<file path="src/rtl/disp_pkg.sv">
`default_nettype none
// ============================================================================
// Module   : disp_pkg
// Purpose  : Shared disparity-path constants (FSM encodings, default widths).
// Revision : 1.0
// ============================================================================
package disp_pkg;

    localparam int DISP_DW         = 6;
    localparam int DISP_LOG2_DEPTH = 3;

    localparam logic [1:0] ST_EMPTY = 2'd0;
    localparam logic [1:0] ST_FLUSH = 2'd1;
    localparam logic [1:0] ST_RUN   = 2'd2;

endpackage
`default_nettype wire

</file>
<file path="src/rtl/disp_ring_buf.sv">
`default_nettype none
// ============================================================================
// Module   : disp_ring_buf
// Purpose  : Circular sample window with write pointer and running sum.
// Revision : 1.0
// ============================================================================
module disp_ring_buf
    import disp_pkg::*;
#(
    parameter int DW         = DISP_DW,
    parameter int LOG2_DEPTH = DISP_LOG2_DEPTH
) (
    input  logic                     clk,
    input  logic                     rst_n,
    input  logic                     clear,
    input  logic                     restart,
    input  logic                     flush_wr,
    input  logic                     acc_wr,
    input  logic [DW-1:0]            wr_data,
    output logic [DW-1:0]            old_data,
    output logic [DW+LOG2_DEPTH-1:0] sum,
    output logic                     ptr_last
);

    localparam int DEPTH = 1 << LOG2_DEPTH;
    localparam int SW    = DW + LOG2_DEPTH;

    logic [DW-1:0]         mem [DEPTH];
    logic [LOG2_DEPTH-1:0] ptr;

    assign old_data = mem[ptr];
    assign ptr_last = (ptr == LOG2_DEPTH'(DEPTH - 1));

    always_ff @(posedge clk) begin
        if (!clear && (flush_wr || acc_wr)) begin
            mem[ptr] <= wr_data;
        end
    end

    // During a flush the sum is meaningless until the last write seeds it.
    always_ff @(posedge clk or negedge rst_n) begin
        if (!rst_n) begin
            ptr <= '0;
            sum <= '0;
        end else if (clear) begin
            ptr <= '0;
            sum <= '0;
        end else if (restart) begin
            ptr <= '0;
        end else if (flush_wr) begin
            if (ptr_last) begin
                sum <= SW'(wr_data) << LOG2_DEPTH;
            end
            ptr <= ptr + LOG2_DEPTH'(1);
        end else if (acc_wr) begin
            sum <= sum - SW'(old_data) + SW'(wr_data);
            ptr <= ptr + LOG2_DEPTH'(1);
        end
    end

endmodule
`default_nettype wire

</file>
<file path="src/rtl/disp_filter.sv">
`default_nettype none
// ============================================================================
// Module   : disp_filter
// Purpose  : Outlier-rejecting moving-average filter with hysteresis output.
// Revision : 1.0
// ============================================================================
module disp_filter
    import disp_pkg::*;
#(
    parameter int DW         = DISP_DW,
    parameter int LOG2_DEPTH = DISP_LOG2_DEPTH,
    parameter int OUTLIER_TH = 8,
    parameter int REJECT_CNT = 3,
    parameter int HYST       = 1
) (
    input  logic          clk,
    input  logic          rst_n,
    input  logic [DW-1:0] d_in,
    input  logic          d_valid,
    input  logic          clear,
    output logic [DW-1:0] q,
    output logic          q_valid,
    output logic          locked,
    output logic          busy
);

    localparam int SW = DW + LOG2_DEPTH;
    localparam int CW = $clog2(REJECT_CNT + 1);
    localparam logic [CW-1:0] REJ_LAST = CW'(REJECT_CNT - 1);
    localparam logic [SW-1:0] ROUND    = SW'(1) << (LOG2_DEPTH - 1);

    logic [1:0]    state;
    logic [DW-1:0] fill_val;
    logic [CW-1:0] out_cnt;
    logic          s2_valid;

    logic [DW-1:0] diff, avg, avg_diff, old_data, wr_data;
    logic [SW-1:0] sum;
    logic          ptr_last, is_outlier, run_strobe, accept, scene_chg;
    logic          empty_go, restart, flush_wr;

    assign diff       = (d_in >= q) ? (d_in - q) : (q - d_in);
    assign is_outlier = int'(diff) > OUTLIER_TH;
    assign run_strobe = d_valid && (state == ST_RUN) && !clear;
    assign accept     = run_strobe && !is_outlier;
    assign scene_chg  = run_strobe && is_outlier && (out_cnt == REJ_LAST);
    assign empty_go   = d_valid && (state == ST_EMPTY) && !clear;
    assign restart    = empty_go || scene_chg;
    assign flush_wr   = (state == ST_FLUSH) && !clear;
    assign wr_data    = flush_wr ? fill_val : d_in;

    // Sum already includes the accepted sample when stage 2 runs.
    assign avg      = DW'((sum + ROUND) >> LOG2_DEPTH);
    assign avg_diff = (avg >= q) ? (avg - q) : (q - avg);

    disp_ring_buf #(
        .DW         (DW),
        .LOG2_DEPTH (LOG2_DEPTH)
    ) u_ring (
        .clk      (clk),
        .rst_n    (rst_n),
        .clear    (clear),
        .restart  (restart),
        .flush_wr (flush_wr),
        .acc_wr   (accept),
        .wr_data  (wr_data),
        .old_data (old_data),
        .sum      (sum),
        .ptr_last (ptr_last)
    );

    always_ff @(posedge clk or negedge rst_n) begin
        if (!rst_n) begin
            state    <= ST_EMPTY;
            fill_val <= '0;
            out_cnt  <= '0;
            s2_valid <= 1'b0;
            q        <= '0;
            q_valid  <= 1'b0;
            locked   <= 1'b0;
            busy     <= 1'b0;
        end else begin
            q_valid <= 1'b0;
            if (clear) begin
                state    <= ST_EMPTY;
                out_cnt  <= '0;
                s2_valid <= 1'b0;
                locked   <= 1'b0;
                busy     <= 1'b0;
            end else begin
                s2_valid <= accept;
                if (s2_valid && (int'(avg_diff) >= HYST)) begin
                    q       <= avg;
                    q_valid <= 1'b1;
                end
                case (state)
                    ST_EMPTY: begin
                        if (d_valid) begin
                            fill_val <= d_in;
                            busy     <= 1'b1;
                            state    <= ST_FLUSH;
                        end
                    end
                    ST_FLUSH: begin
                        if (ptr_last) begin
                            q       <= fill_val;
                            q_valid <= 1'b1;
                            locked  <= 1'b1;
                            busy    <= 1'b0;
                            state   <= ST_RUN;
                        end
                    end
                    ST_RUN: begin
                        if (d_valid) begin
                            if (!is_outlier) begin
                                out_cnt <= '0;
                            end else if (out_cnt == REJ_LAST) begin
                                out_cnt  <= '0;
                                fill_val <= d_in;
                                locked   <= 1'b0;
                                busy     <= 1'b1;
                                state    <= ST_FLUSH;
                            end else begin
                                out_cnt <= out_cnt + CW'(1);
                            end
                        end
                    end
                    default: state <= ST_EMPTY;
                endcase
            end
        end
    end

endmodule
`default_nettype wire

</file>
<file path="config.mk">
export PLATFORM = sky130hd
export DESIGN_NAME = disp_filter
export DESIGN_NICKNAME = d
export VERILOG_FILES = /design/src/rtl/disp_pkg.sv /design/src/rtl/disp_ring_buf.sv /design/src/rtl/disp_filter.sv
export SDC_FILE = /design/constraint.sdc
export NUM_CORES = 1
export LEC_CHECK = 0
export CAP_MARGIN = 40
export CORE_MARGIN = 5
export CORE_UTILIZATION = 55
export CTS_BUF_LIST = sky130_fd_sc_hd__clkbuf_2 sky130_fd_sc_hd__clkbuf_4 sky130_fd_sc_hd__clkbuf_8
export DETAILED_ROUTE_END_ITERATION = 12
export PLACE_DENSITY = 0.72
export SKIP_LAST_GASP = 1
export SLEW_MARGIN = 30
export SYNTH_ARGS = -nofsm -noshare
export SYNTH_HDL_FRONTEND = slang
export SYNTH_SLANG_ARGS = --single-unit
export TNS_END_PERCENT = 1
</file>
<file path="constraint.sdc">
create_clock -name clk -period 6.65 [get_ports clk]
set_clock_uncertainty 0.05 [all_clocks]
set_input_delay 0.9975 -clock clk [delete_from_list [all_inputs] [get_ports clk]]
set_output_delay 0.9975 -clock clk [all_outputs]
set_load 0.05 [all_outputs]
</file>
==> metrics.md, run 1 <==
| Metric | Value |
|---|---|
| Status | finished, final reports clean |
| CTS tree | yes |
| Drt wl/cell | 18.0 µm |
| H-tree Lvls | 3 |
| Type of origin of the critical path | input pin |
| Hold slack | 480 ps |
| Total GRT Usage | 20.2% |
| Post-CTS resize count | 0 |
| Adder-cell share of the synthesized area | 12.1% |
| Post-synth top flop | edfxtp_1 |
| Largest cells by area after synthesis | edfxtp_1, dfrtp_1, ha_1, inv_1, nand2_1 |
| Clk buf depth | 2 |
| CTS sink cnt | 80 |
| Global-route wire length before repair | 17900 µm |
| Die Span X | 106 µm |
| Storage element area | 2240 µm² |
| GPL Wtd Cong | 0.870 |
| Synth Cell Area | 5020 µm² |
| Num ports | 19 |
| Setup violators final | 0 |
| Total number of yosys warnings | 0 |
| Core area | 8810 µm² |
| Total Nets Final | 539 |
| Syn Area/Cell | 10.9 µm² |
| Vias | 3593 |
| Cell taking the most area after synthesis | edfxtp_1 |
| Post-DP Area | 5310 µm² |
| Xor/xnor cell area share of the yosys netlist | 3.31% |
| Pwr Density | 316 nW/µm² |
| Syn Nets | 515 |
| Critical Path End Type | flip-flop |
| Skew-Pair Late Insertion Delay | 370 ps |
| Port bufs | 18 |
| CP arrival | 4970 ps |
| Post-synth ARST share | 40.0% |
| Postcts setup bufs | 0 |
| Total CTS buffers | 9 |
| Clk pin slew, worst setup/hold paths | 90 ps |
| Compound-gate portion of the synthesized area | 14.2% |
| Setup CP Type | in -> reg |
| Post-Synthesis Cells | 462 |
| # fillers | 693 |
| Hold-fix buffers, CTS | 0 |
| Slew HR | 44.1% |
| Worst min path class | reg -> reg |
| Final Max Slew Viols | 0 |
| Max-Cap Viols | 0 |
| Final Hold Viols | 0 |
| # rows | 34 |
| Die span in y | 106 µm |
| Post-Route WL | 10800 µm |
| Tmin final | 5030 ps |
| Post-synth EDFFs | 48 |
| Root Buffer | clkbuf_8 |
| Diode count | 0 |
| Flops & latches, synth | 80 |
| Avg Vias per Cell | 6.00 |
| Vias in the first global route | 3577 |
| Area Overhead vs Synth | 11.4% |
| VDD IR max | 0.000182 V |
| Max frequency | 199 MHz |
| Grt total ovfl | 0 |
| Synth Area in Simple Gates | 11.8% |
| Initial antenna violation count | 0 |
| RSZ-0062 raised after global routing | no |
| Crit share post-route | 75.6% |
| Largest net degree at the start of global routing | 33 |
| Multiplexer share of the synthesized area | 8.32% |
| Remaining DRCs | 0 |
| Commonest cells post-synth | inv_1, nand2_1, edfxtp_1 |
| DRT antenna net count | 0 |
| Largest family of logic cells by synthesized area | compound AO/OA/AOI/OAI gates |
| Slew @ Worst Pin | 832 ps |
| DRT Pass-1 Iters | 4 |
| Fraction of layout cells with a size suffix above 1 | 13.2% |
| Initial Util | 57.0% |
| Synth top area share | 28.7% |
| Pleak | 2.33 nW |
| Area of the multi-input gates | 2490 µm² |
| Setup TNS | 0 ps |
| CP required | 6590 ps |
| Sequential area share after synthesis | 44.6% |
| Die area | 11100 µm² |
| Synth unique cells | 63 |
| Post-route cell area | 5590 µm² |
| First DRT Iteration DRCs | 228 |
| Most frequent cell after synthesis | inv_1 |
| Hpwl dp | 8100 µm |
| Maximum fanout along the worst path | 12 |
power by group:
| part | internal [mW] | leakage (nW) | switching [mW] |
|---|---|---|---|
| Clock | 0.220 | 0.118 | 0.197 |
| Sequential | 0.570 | 0.844 | 0.0407 |
| Combinational | 0.321 | 1.37 | 0.422 |
| Total | 1.11 | 2.33 | 0.659 |
critical path, stage by stage:
cell,delay [ps]
clkdlybuf4s50_1,510
inv_1,90
ha_1,230
fa_1,410
a21boi_0,190
o221ai_2,310
mux2i_1,270
xnor2_1,140
a31oi_1,120
nor3_2,650
a21oi_2,290
nor3_1,750
routing by layer:
metal | GRT usage, % | routed length [µm] | vias up | share of wire (%)
met5 | 0 | 0 | - | 0
met4 | 7.31 | 177 | 0 | 1.6
li1 | - | - | 1707 | -
met1 | 26.7 | 4870 | 1787 | 45
met3 | 3.24 | 399 | 15 | 3.7
met2 | 34.0 | 5330 | 84 | 49
layout by cell type, fill, tap and decap left out, types with 10 or more instances in the layout:
cell             netlist  layout
o21ai_0               16      16
clkdlybuf4s50_1        0      18
inv_1                 53      53
nor3_1                10      10
mux2_2                14      14
nand2_1               52      52
nor2_1                16      16
dfrtp_1               32      32
ha_1                  34      34
edfxtp_1              48      48
a21oi_1               23      23
nand3_1               11      11
xor2_1                10      10
flip-flops by register name, indices dropped and copies added (netlist names):
register / cells
out_cnt: 2
u_ring.mem: 48
locked: 1
u_ring.sum: 9
state: 2
s2_valid: 1
u_ring.ptr: 3
busy: 1
q: 6
fill_val: 6
q_valid: 1
cell type report:
class	instances	share of cell area [%]
Inverter	54	3.62
Clock inverter	7	1.95
Multi-Input combinational cell	310	44.6
Timing Repair Buffer	31	5.10
Tap cell	108	2.42
Sequential cell	80	40.1
Clock buffer	9	2.21
final timing paths:
kind / cells past startpoint / from / slack (ps) / end
worst min register to register: 2 / busy$_DFFE_PN0P_ / 480 / busy$_DFFE_PN0P_
worst max register to register: 16 / state[1]$_DFFE_PN0P_ / 2250 / u_ring.sum[8]$_DFFE_PN0P_
worst max-delay path: 12 / d_in[0] / 1620 / u_ring.mem[7][0]$_DFFE_PP_
min in group asynchronous: 2 / rst_n / 980 / out_cnt[0]$_DFFE_PN0P_
worst min-delay path: 2 / busy$_DFFE_PN0P_ / 480 / busy$_DFFE_PN0P_
max in group asynchronous: 2 / rst_n / 5240 / u_ring.sum[6]$_DFFE_PN0P_
cells by family (layout without fill, tap and decap cells):
family          count (synthesis)  count (layout)
fa+ha+maj                      43              43
flops                          80              80
simple gates                  123             123
mux                            30              30
buf+inv                        72             101
xor+xnor                       19              19
compound gates                 95              95
stage by stage:
step / setup slack (ps) / cells / utilization (%) / power (mW)
after detailed placement: 1200 / 577 / 60.3 / 1.35
after CTS: 1570 / 593 / 63.0 / 1.77
after floorplan: 2230 / 462 / - / 1.20
final: 1620 / 599 / 63.5 / 1.77
after global placement: 1390 / 576 / 60.2 / 1.33
after global routing: 1400 / 599 / 63.5 / 1.89
Note: power is estimated with default switching activity, not from simulation.
==> run 2: changes to the inputs <==
==> constraint.sdc (replaced) <==
create_clock -name clk -period 5.3 [get_ports clk]
set_clock_uncertainty 0.05 [all_clocks]
set_input_delay 0.795 -clock clk [delete_from_list [all_inputs] [get_ports clk]]
set_output_delay 0.795 -clock clk [all_outputs]
set_load 0.05 [all_outputs]
==> run 2 against run 1 <==
Register-to-register slack got worse by 1400 ps. Sequential power rose by 25%. Combinational power rose by 27%. Worst setup slack got worse by 770 ps. Final area barely moved. Via count barely moved. Sequential share of layout area barely moved. Critical path depth rose by 1. Largest power group unchanged.
==> metrics.md, run 2 (synthesized netlist as in run 1, its figures left out) <==
| Metric | Value |
|---|---|
| Status | finished, final reports clean |
| Final Max Slew Viols | 0 |
| Max frequency | 225 MHz |
| Hold_sp | busy$_DFFE_PN0P_ |
| Area of the multi-input gates | 2490 µm² |
| Hold slack | 483 ps |
| Max reg flops | 48 |
| RSZ-0062 raised after global routing | no |
| Critical Path End Type | flip-flop |
| Commonest cells after routing, fill and taps aside | inv_1, nand2_1, edfxtp_1 |
| CTS tree | yes |
| Total Nets Final | 540 |
| Storage element area | 2240 µm² |
| Remaining DRCs | 0 |
| DRT Pass-1 Iters | 5 |
| Clk buf depth | 2 |
| Final Hold Viols | 0 |
| CP arrival | 4480 ps |
| Vias | 3594 |
| Num ports | 19 |
| R2R cell count | 17 |
| Most common cell after layout, fill and taps aside | inv_1 |
| Setup crit start | d_in[0] |
| Skew-Pair Late Insertion Delay | 370 ps |
| Cells along the critical path | clkdlybuf4s50_1, inv_1, ha_1, fa_1, a21boi_0, o221ai_2, mux2i_1, xnor2_1, a31oi_1, nor3_2, a21oi_2, nor4_1, buf_4 |
| Clk pin slew, worst setup/hold paths | 100 ps |
| Hold-fix buffers, CTS | 0 |
| # fillers | 701 |
| H-tree Lvls | 3 |
| Vias in the first global route | 3684 |
| Post-CTS resize count | 0 |
| Tmin final | 4450 ps |
| Drt wl/cell | 19.2 µm |
| Maximum fanout along the worst path | 12 |
| First DRT Iteration DRCs | 262 |
| Max-Cap Viols | 0 |
| Reg2reg start | u_ring.ptr[1]$_DFFE_PN0P_ |
| DRT antenna net count | 0 |
| Diode count | 0 |
| Worst min path class | reg -> reg |
| Post-route cell area | 5600 µm² |
| Crit share post-route | 84.0% |
| Setup TNS | 0 ps |
| Post-Route WL | 11500 µm |
| Initial Util | 57.0% |
| Hold depth | 2 |
| Top reg by flops | u_ring.mem |
| Setup CP Type | in -> reg |
| Postcts setup bufs | 0 |
| Critical path's largest stage delay | 660 ps |
| Root Buffer | clkbuf_8 |
| Hpwl dp | 8660 µm |
| Die span in y | 106 µm |
| Avg Vias per Cell | 5.99 |
| Pwr Density | 400 nW/µm² |
| CP required | 5330 ps |
| Slew HR | 47.2% |
| Type of origin of the critical path | input pin |
| GPL Wtd Cong | 0.866 |
| Slew @ Worst Pin | 788 ps |
| Fraction of layout cells with a size suffix above 1 | 13.4% |
| Grt total ovfl | 0 |
| Setup violators final | 0 |
| Die area | 11100 µm² |
| # rows | 34 |
| Total GRT Usage | 21.8% |
| Area Overhead vs Synth | 11.5% |
| VDD IR max | 0.000229 V |
| Pleak | 2.34 nW |
| Worst path slowest cell | nor3_2 |
| Post-DP Area | 5360 µm² |
| Total Power Consumption | 2.24 mW |
| Global-route wire length before repair | 19200 µm |
| Core area | 8810 µm² |
| Initial antenna violation count | 0 |
| Largest regs | u_ring.mem: 48 flops, u_ring.sum: 9 flops |
| CTS sink cnt | 80 |
| Port bufs | 18 |
| Largest net degree at the start of global routing | 33 |
| Total CTS buffers | 9 |
| Die Span X | 106 µm |
[run 2: cell count changes in the layout (fill, tap and decap cells not counted), sizes merged]
cell    previous run  this run
buf                9        14
clkbuf            13         9
clkinv             2         4
inv               57        55
[run 2: final timing paths]
path                                                   end  slack [ps]
worst max-delay path            u_ring.mem[0][2]$_DFFE_PP_         850
worst min-delay path                      busy$_DFFE_PN0P_         480
worst max register to register   u_ring.sum[8]$_DFFE_PN0P_         860
worst min register to register            busy$_DFFE_PN0P_         480
max in group asynchronous        u_ring.sum[3]$_DFFE_PN0P_        4110
min in group asynchronous                 busy$_DFFE_PN0P_         760
[run 2: per-layer routing]
layer	vias up	track usage [%]	share of wire (%)
met3	10	4.52	4.9
met5	-	0	0
met4	0	5.00	0.74
met2	94	36.0	49
li1	1713	-	-
met1	1777	29.8	46
[run 2: metrics by stage]
step | cells | worst slack [ps] | util, %
2_1_floorplan | 462 | 1080 | -
3_3_place_gp | 584 | 579 | 60.9
3_5_place_dp | 584 | 506 | 60.9
4_1_cts | 600 | 886 | 63.6
5_1_grt | 600 | 526 | 63.6
6_report | 600 | 849 | 63.6
[run 2: power breakdown]
part / internal, mW / total [mW] / leakage, nW / switching, mW
combinational: 0.403 / 0.940 / 1.38 / 0.537
clock: 0.276 / 0.533 / 0.119 / 0.257
sequential: 0.715 / 0.766 / 0.844 / 0.0506
total: 1.39 / 2.24 / 2.34 / 0.844
[run 2: critical path, delay by kind of cell]
family          cells  cell delay (ps)
compound gates      4              900
mux                 1              270
xor+xnor            1              140
buf+inv             3              810
simple gates        2              940
fa+ha+maj           2              630
[run 2: layout make-up]
cell class / instances / share of cell area, %
multi-input cells: 310 / 44.6
clock buffers: 9 / 2.21
repair buffers: 32 / 5.10
flip-flops and latches: 80 / 40.1
inverters: 54 / 3.62
well taps: 108 / 2.41
clock inverters: 7 / 2.03
==> RTL change 1: new RTL, config.mk and constraints of run 2 <==
Put one more register stage on the output `q`, with the module's reset. The value now appears one clock later. The other outputs are not delayed to match.
--- a/src/rtl/disp_filter.sv
+++ b/src/rtl/disp_filter.sv
@@ -30,4 +30,6 @@
     localparam logic [SW-1:0] ROUND    = SW'(1) << (LOG2_DEPTH - 1);
 
+    logic [DW-1:0] q_s0;
+
     logic [1:0]    state;
     logic [DW-1:0] fill_val;
@@ -40,5 +42,5 @@
     logic          empty_go, restart, flush_wr;
 
-    assign diff       = (d_in >= q) ? (d_in - q) : (q - d_in);
+    assign diff       = (d_in >= q_s0) ? (d_in - q_s0) : (q_s0 - d_in);
     assign is_outlier = int'(diff) > OUTLIER_TH;
     assign run_strobe = d_valid && (state == ST_RUN) && !clear;
@@ -52,5 +54,5 @@
     // Sum already includes the accepted sample when stage 2 runs.
     assign avg      = DW'((sum + ROUND) >> LOG2_DEPTH);
-    assign avg_diff = (avg >= q) ? (avg - q) : (q - avg);
+    assign avg_diff = (avg >= q_s0) ? (avg - q_s0) : (q_s0 - avg);
 
     disp_ring_buf #(
@@ -76,5 +78,5 @@
             out_cnt  <= '0;
             s2_valid <= 1'b0;
-            q        <= '0;
+            q_s0     <= '0;
             q_valid  <= 1'b0;
             locked   <= 1'b0;
@@ -91,5 +93,5 @@
                 s2_valid <= accept;
                 if (s2_valid && (int'(avg_diff) >= HYST)) begin
-                    q       <= avg;
+                    q_s0    <= avg;
                     q_valid <= 1'b1;
                 end
@@ -104,5 +106,5 @@
                     ST_FLUSH: begin
                         if (ptr_last) begin
-                            q       <= fill_val;
+                            q_s0    <= fill_val;
                             q_valid <= 1'b1;
                             locked  <= 1'b1;
@@ -132,4 +134,12 @@
     end
 
+    always_ff @(posedge clk or negedge rst_n) begin
+        if (!rst_n) begin
+            q <= '0;
+        end else begin
+            q <= q_s0;
+        end
+    end
+
 endmodule
 `default_nettype wire
Function: changed (a bounded check fails within 10 cycles, from zero or initial values and one cycle with rst_n low).
==> RTL change 1 against run 2 <==
Power increased by 19%; sequential cell count increased by 6; area after synthesis increased by 2.7%; register-to-register slack improved by 0.18 ns; first-iteration DRC count increased by 11%; cell area increased by 1.0%; global-route usage increased by 0.22 points; wire length increased by 1.2%; setup slack got worse by 0.15 ns.
==> RTL change 1: results (changes against run 2) <==
Clock transition at path regs - 0.11 ns
Total nets after synthesis - 526 (+2.1%)
Total Nets Final - 545 (+0.93%)
Netlist cell types - 60 (-4.8%)
Share of cells above drive strength 1 - 10.7% (-2.8 points)
Total wire length - 11700 µm (+1.2%)
Vias in the first global route - 3549 (-3.7%)
Vias per inst - 6.05 (+1.0%)
Avg Inst Size Synth - 10.9 µm² (+0.28%)
Static Leakage - 2.36 nW (+1.0%)
Min-delay worst type - primary input to asynchronous set/reset pin
Detailed placer's ending HPWL - 8810 µm (+1.7%)
First-pass GRT wire length - 19400 µm (+0.86%)
Htree depth - 3 (unchanged)
DRT iter0 DRCs - 290 (+11%)
Post-Place Cells - 592 (+1.4%)
Clk buf depth - 2 (unchanged)
Max-slew headroom - 47.8% (+0.60 points)
Largest net degree at the start of global routing - 28 (-15%)
Top cells by count, synth - 48 x edfxtp_1, 45 x inv_1, 42 x nand2_1
DP Area - 5460 µm² (+1.8%)
Post-place setup slack - 0.347 ns (-0.159 ns)
Crit Path Max Fanout - 9 (-3)
Seq/Total Area, Yosys - 46.4% (+1.8 points)
CP arrival - 4.56 ns (+0.08 ns)
Routed vias - 3679 (+2.4%)
Postcts setup bufs - 0 (unchanged)
Area contributors post-synth - edfxtp_1 28%, dfrtp_1 18%, ha_1 8.3%
VDD IR max - 0.000267 V (+17%)
Routability cong. - 0.863 (-0.36%)
Outcome - completed
Num CTS Buffers - 9 (unchanged)
==> RTL change 1: cell count changes after synthesis, sizes merged, moves of 5 or more <==
| cell | run 2 | this run |
|---|---|---|
| nand3 | 11 | 6 |
| nor2b | 3 | 10 |
| nor4 | 5 | 0 |
| nor3 | 11 | 5 |
| nor2 | 16 | 26 |
| inv | 53 | 46 |
| a221oi | 9 | 3 |
| nand2 | 52 | 42 |
| a22oi | 0 | 5 |
| o21a | 8 | 3 |
| o21ai | 16 | 31 |
| mux2i | 8 | 16 |
| dfrtp | 32 | 38 |
==> RTL change 1: metal layers <==
metal	global-route usage, %	share of wire [%]	vias to the layer above
li1	-	-	1734
met1	34.0	48	1804
met2	31.5	43	132
met3	5.06	8.3	9
met4	5.21	0.80	0
met5	0	0	-
==> RTL change 1: cells by family (layout without fill, tap and decap cells) <==
kind of cell / after synthesis / in the layout / synth area share (%)
muxes: 36 / 36 / 8.35
adders and majority gates: 43 / 43 / 11.7
AOI/OAI and AO/OA: 109 / 109 / 14.5
DFF: 86 / 86 / 46.4
buffers and inverters: 60 / 84 / 4.46
xor gates and xnor gates: 19 / 19 / 3.37
and+or+nand+nor: 120 / 120 / 11.2
==> RTL change 1: layout make-up <==
type	count	area, µm²
fill	759	3540
multi-input combinational	327	2530
sequential	86	2390
timing repair buffer	22	218
inverter	46	173
tap	111	139
clock buffer	9	124
clock inverter	7	76.3
==> RTL change 1: report_power, final <==
group          internal, mW  leakage [nW]  switching (mW)
clock                 0.187         0.102           0.276
sequential            0.784         0.917          0.0949
combinational         0.535          1.34           0.782
total                  1.51          2.36            1.15
==> RTL change 1: critical path, cell delays in order <==
cell and delay [ns]:
clkdlybuf4s50_1 0.61, inv_1 0.13, ha_1 0.34, a21boi_0 0.32, o221ai_2 0.24, a2111oi_0 0.44, a21o_1 0.15, xor2_1 0.31
and4_1 0.44, o21ai_0 0.24, nor2_1 0.56
==> RTL change 1: path summary, 6_finish.rpt <==
path / depth (start not counted) / to / slack (ns) / startpoint
worst max-delay path: 11 / u_ring.mem[3][0]$_DFFE_PP_ / 0.70 / d_in[1]
worst min-delay path: 1 / fill_val[2]$_DFFE_PN0P_ / 0.24 / rst_n
worst max register to register: 15 / u_ring.sum[7]$_DFFE_PN0P_ / 1.04 / u_ring.ptr[1]$_DFFE_PN0P_
worst min register to register: 0 / q[5]$_DFF_PN0_ / 0.39 / q_s0[5]$_DFFE_PN0N_
max in group asynchronous: 2 / u_ring.sum[4]$_DFFE_PN0P_ / 4.51 / rst_n
min in group clk: 0 / q[5]$_DFF_PN0_ / 0.39 / q_s0[5]$_DFFE_PN0N_
==> RTL change 2: new RTL, flow settings as in run 2 <==
Made on the original files. Set the parameter `REJECT_CNT` to 2 (it was 3).
--- a/src/rtl/disp_filter.sv
+++ b/src/rtl/disp_filter.sv
@@ -11,5 +11,5 @@
     parameter int LOG2_DEPTH = DISP_LOG2_DEPTH,
     parameter int OUTLIER_TH = 8,
-    parameter int REJECT_CNT = 3,
+    parameter int REJECT_CNT = 2,
     parameter int HYST       = 1
 ) (
Formal check against the unedited RTL: no difference found for any inputs over 10 cycles, from zero or initial values and one cycle with rst_n low; that may be too few to reach the edited logic, so the function may still have changed.
==> RTL change 2 against run 2 <==
Area after synthesis shrank 1.2%; maximum frequency grew 0.60%; cell count shrank 1.8%; power grew 0.97%; setup slack gained 0.026 ns; first-iteration DRC count shrank 51%; count of clock-buffer cells in the layout is the same; global-route usage shrank 0.95 points; clock power shrank 11%; cell area shrank 1.7%; wire length shrank 3.3%; sequential cell count is the same.
==> RTL change 2: results (changes against run 2) <==
Worst skew pair latency - 0.35 ns (-0.02 ns)
Largest stage delay, worst path - 0.81 ns (+0.15 ns)
Post-Place Cells - 571 (-2.2%)
First-pass GRT wire length - 18300 µm (-4.7%)
Num CTS Buffers - 9 (unchanged)
Area contributors post-synth - edfxtp_1 29%, dfrtp_1 16%, ha_1 8.6%
Final cell count without fillers - 589 (-1.8%)
Static Leakage - 2.20 nW (-5.8%)
Worst setup path start - u_ring.ptr[1]$_DFFE_PN0P_
Avg Inst Size Synth - 11.0 µm² (+1.2%)
Worst-margin pin slew - 0.720 ns (-0.0672 ns)
Worst reg2reg path depth - 16 (-1)
Reg2Reg Setup Slack - 0.88 ns (+0.02 ns)
Hold Path End - u_ring.sum[1]$_DFFE_PN0P_
Detailed placer's ending HPWL - 8590 µm (-0.82%)
Crit Path Max Fanout - 16 (+4)
Outcome - completed
Seq/Total Area, Yosys - 45.2% (+0.55 points)
CP top delay family - compound AO/OA/AOI/OAI gates
Top cells by count, synth - 52 x inv_1, 48 x edfxtp_1, 36 x nand2_1
Total global routing track utilization - 20.9% (-0.95 points)
Setup crit end - u_ring.sum[8]$_DFFE_PN0P_
VDD IR max - 0.000211 V (-8.0%)
DRT iter0 DRCs - 129 (-51%)
Routability cong. - 0.870 (+0.45%)
Routed len/inst - 18.9 µm (-1.4%)
Hold WS - 0.460 ns (-0.0228 ns)
Vias in the first global route - 3566 (-3.2%)
Final setup fails - 0 (unchanged)
Worst hold stages - 1 (-1)
Netlist cell types - 61 (-3.2%)
Routed vias - 3488 (-2.9%)
DRT Pass-1 Iters - 4 (-1)
Met1 WL - 4760 µm (-9.5%)
Hold_sp - u_ring.sum[1]$_DFFE_PN0P_
Total Nets Final - 529 (-2.0%)
Total nets after synthesis - 504 (-2.1%)
Share of cells above drive strength 1 - 12.1% (-1.4 points)
Routed wl met3 - 294 µm (-48%)
Metal2 WL - 5860 µm (+4.4%)
-- RTL change 2: changes by cell type after synthesis, sizes merged, moves of 5 or more --
cell	change
or3	+6
nand2	-16
xor2	-6
o221a	+5
a21oi	+7
o41ai	+5
nor2	+12
a221oi	-8
xnor2	+7
-- RTL change 2: per-layer routing --
metal	global-route usage (%)	vias to the layer above
met1	25.8	1747
met3	3.64	15
li1	-	1676
met4	6.12	0
met5	0	-
met2	37.3	50
-- RTL change 2: power by group --
part	internal, mW	switching [mW]	leakage [nW]	total (mW)
Sequential	0.712	0.0561	0.855	0.768
Combinational	0.444	0.575	1.24	1.02
Clock	0.228	0.245	0.104	0.473
-- RTL change 2: kinds of logic (layout without fill, tap and decap cells) --
group / after synthesis / in the layout / share of synthesized area (%)
AO/OA/AOI/OAI: 99 / 99 / 14.7
XOR/XNOR: 20 / 20 / 3.68
adder cells (fa/ha/maj): 43 / 43 / 12.2
buffers and inverters: 66 / 96 / 5.14
flip-flops: 80 / 80 / 45.2
multiplexers: 30 / 30 / 8.20
AND/OR/NAND/NOR: 113 / 113 / 10.8
-- RTL change 2: per-stage QoR --
step	setup slack, ns	util, %
final	0.875	62.8
after global routing	0.580	62.8
after CTS	0.822	62.6
after detailed placement	0.557	60.2
after global placement	0.624	60.2
after floorplan	1.17	-
-- RTL change 2: final cells by class --
type                            instances  area [µm²]
Tap cell                              108         135
Sequential cell                        80        2240
Inverter                               53         199
Multi-Input combinational cell        305        2460
Clock buffer                            9         124
Fill cell                             738        3260
Clock inverter                          7        86.3
Timing Repair Buffer                   27         251
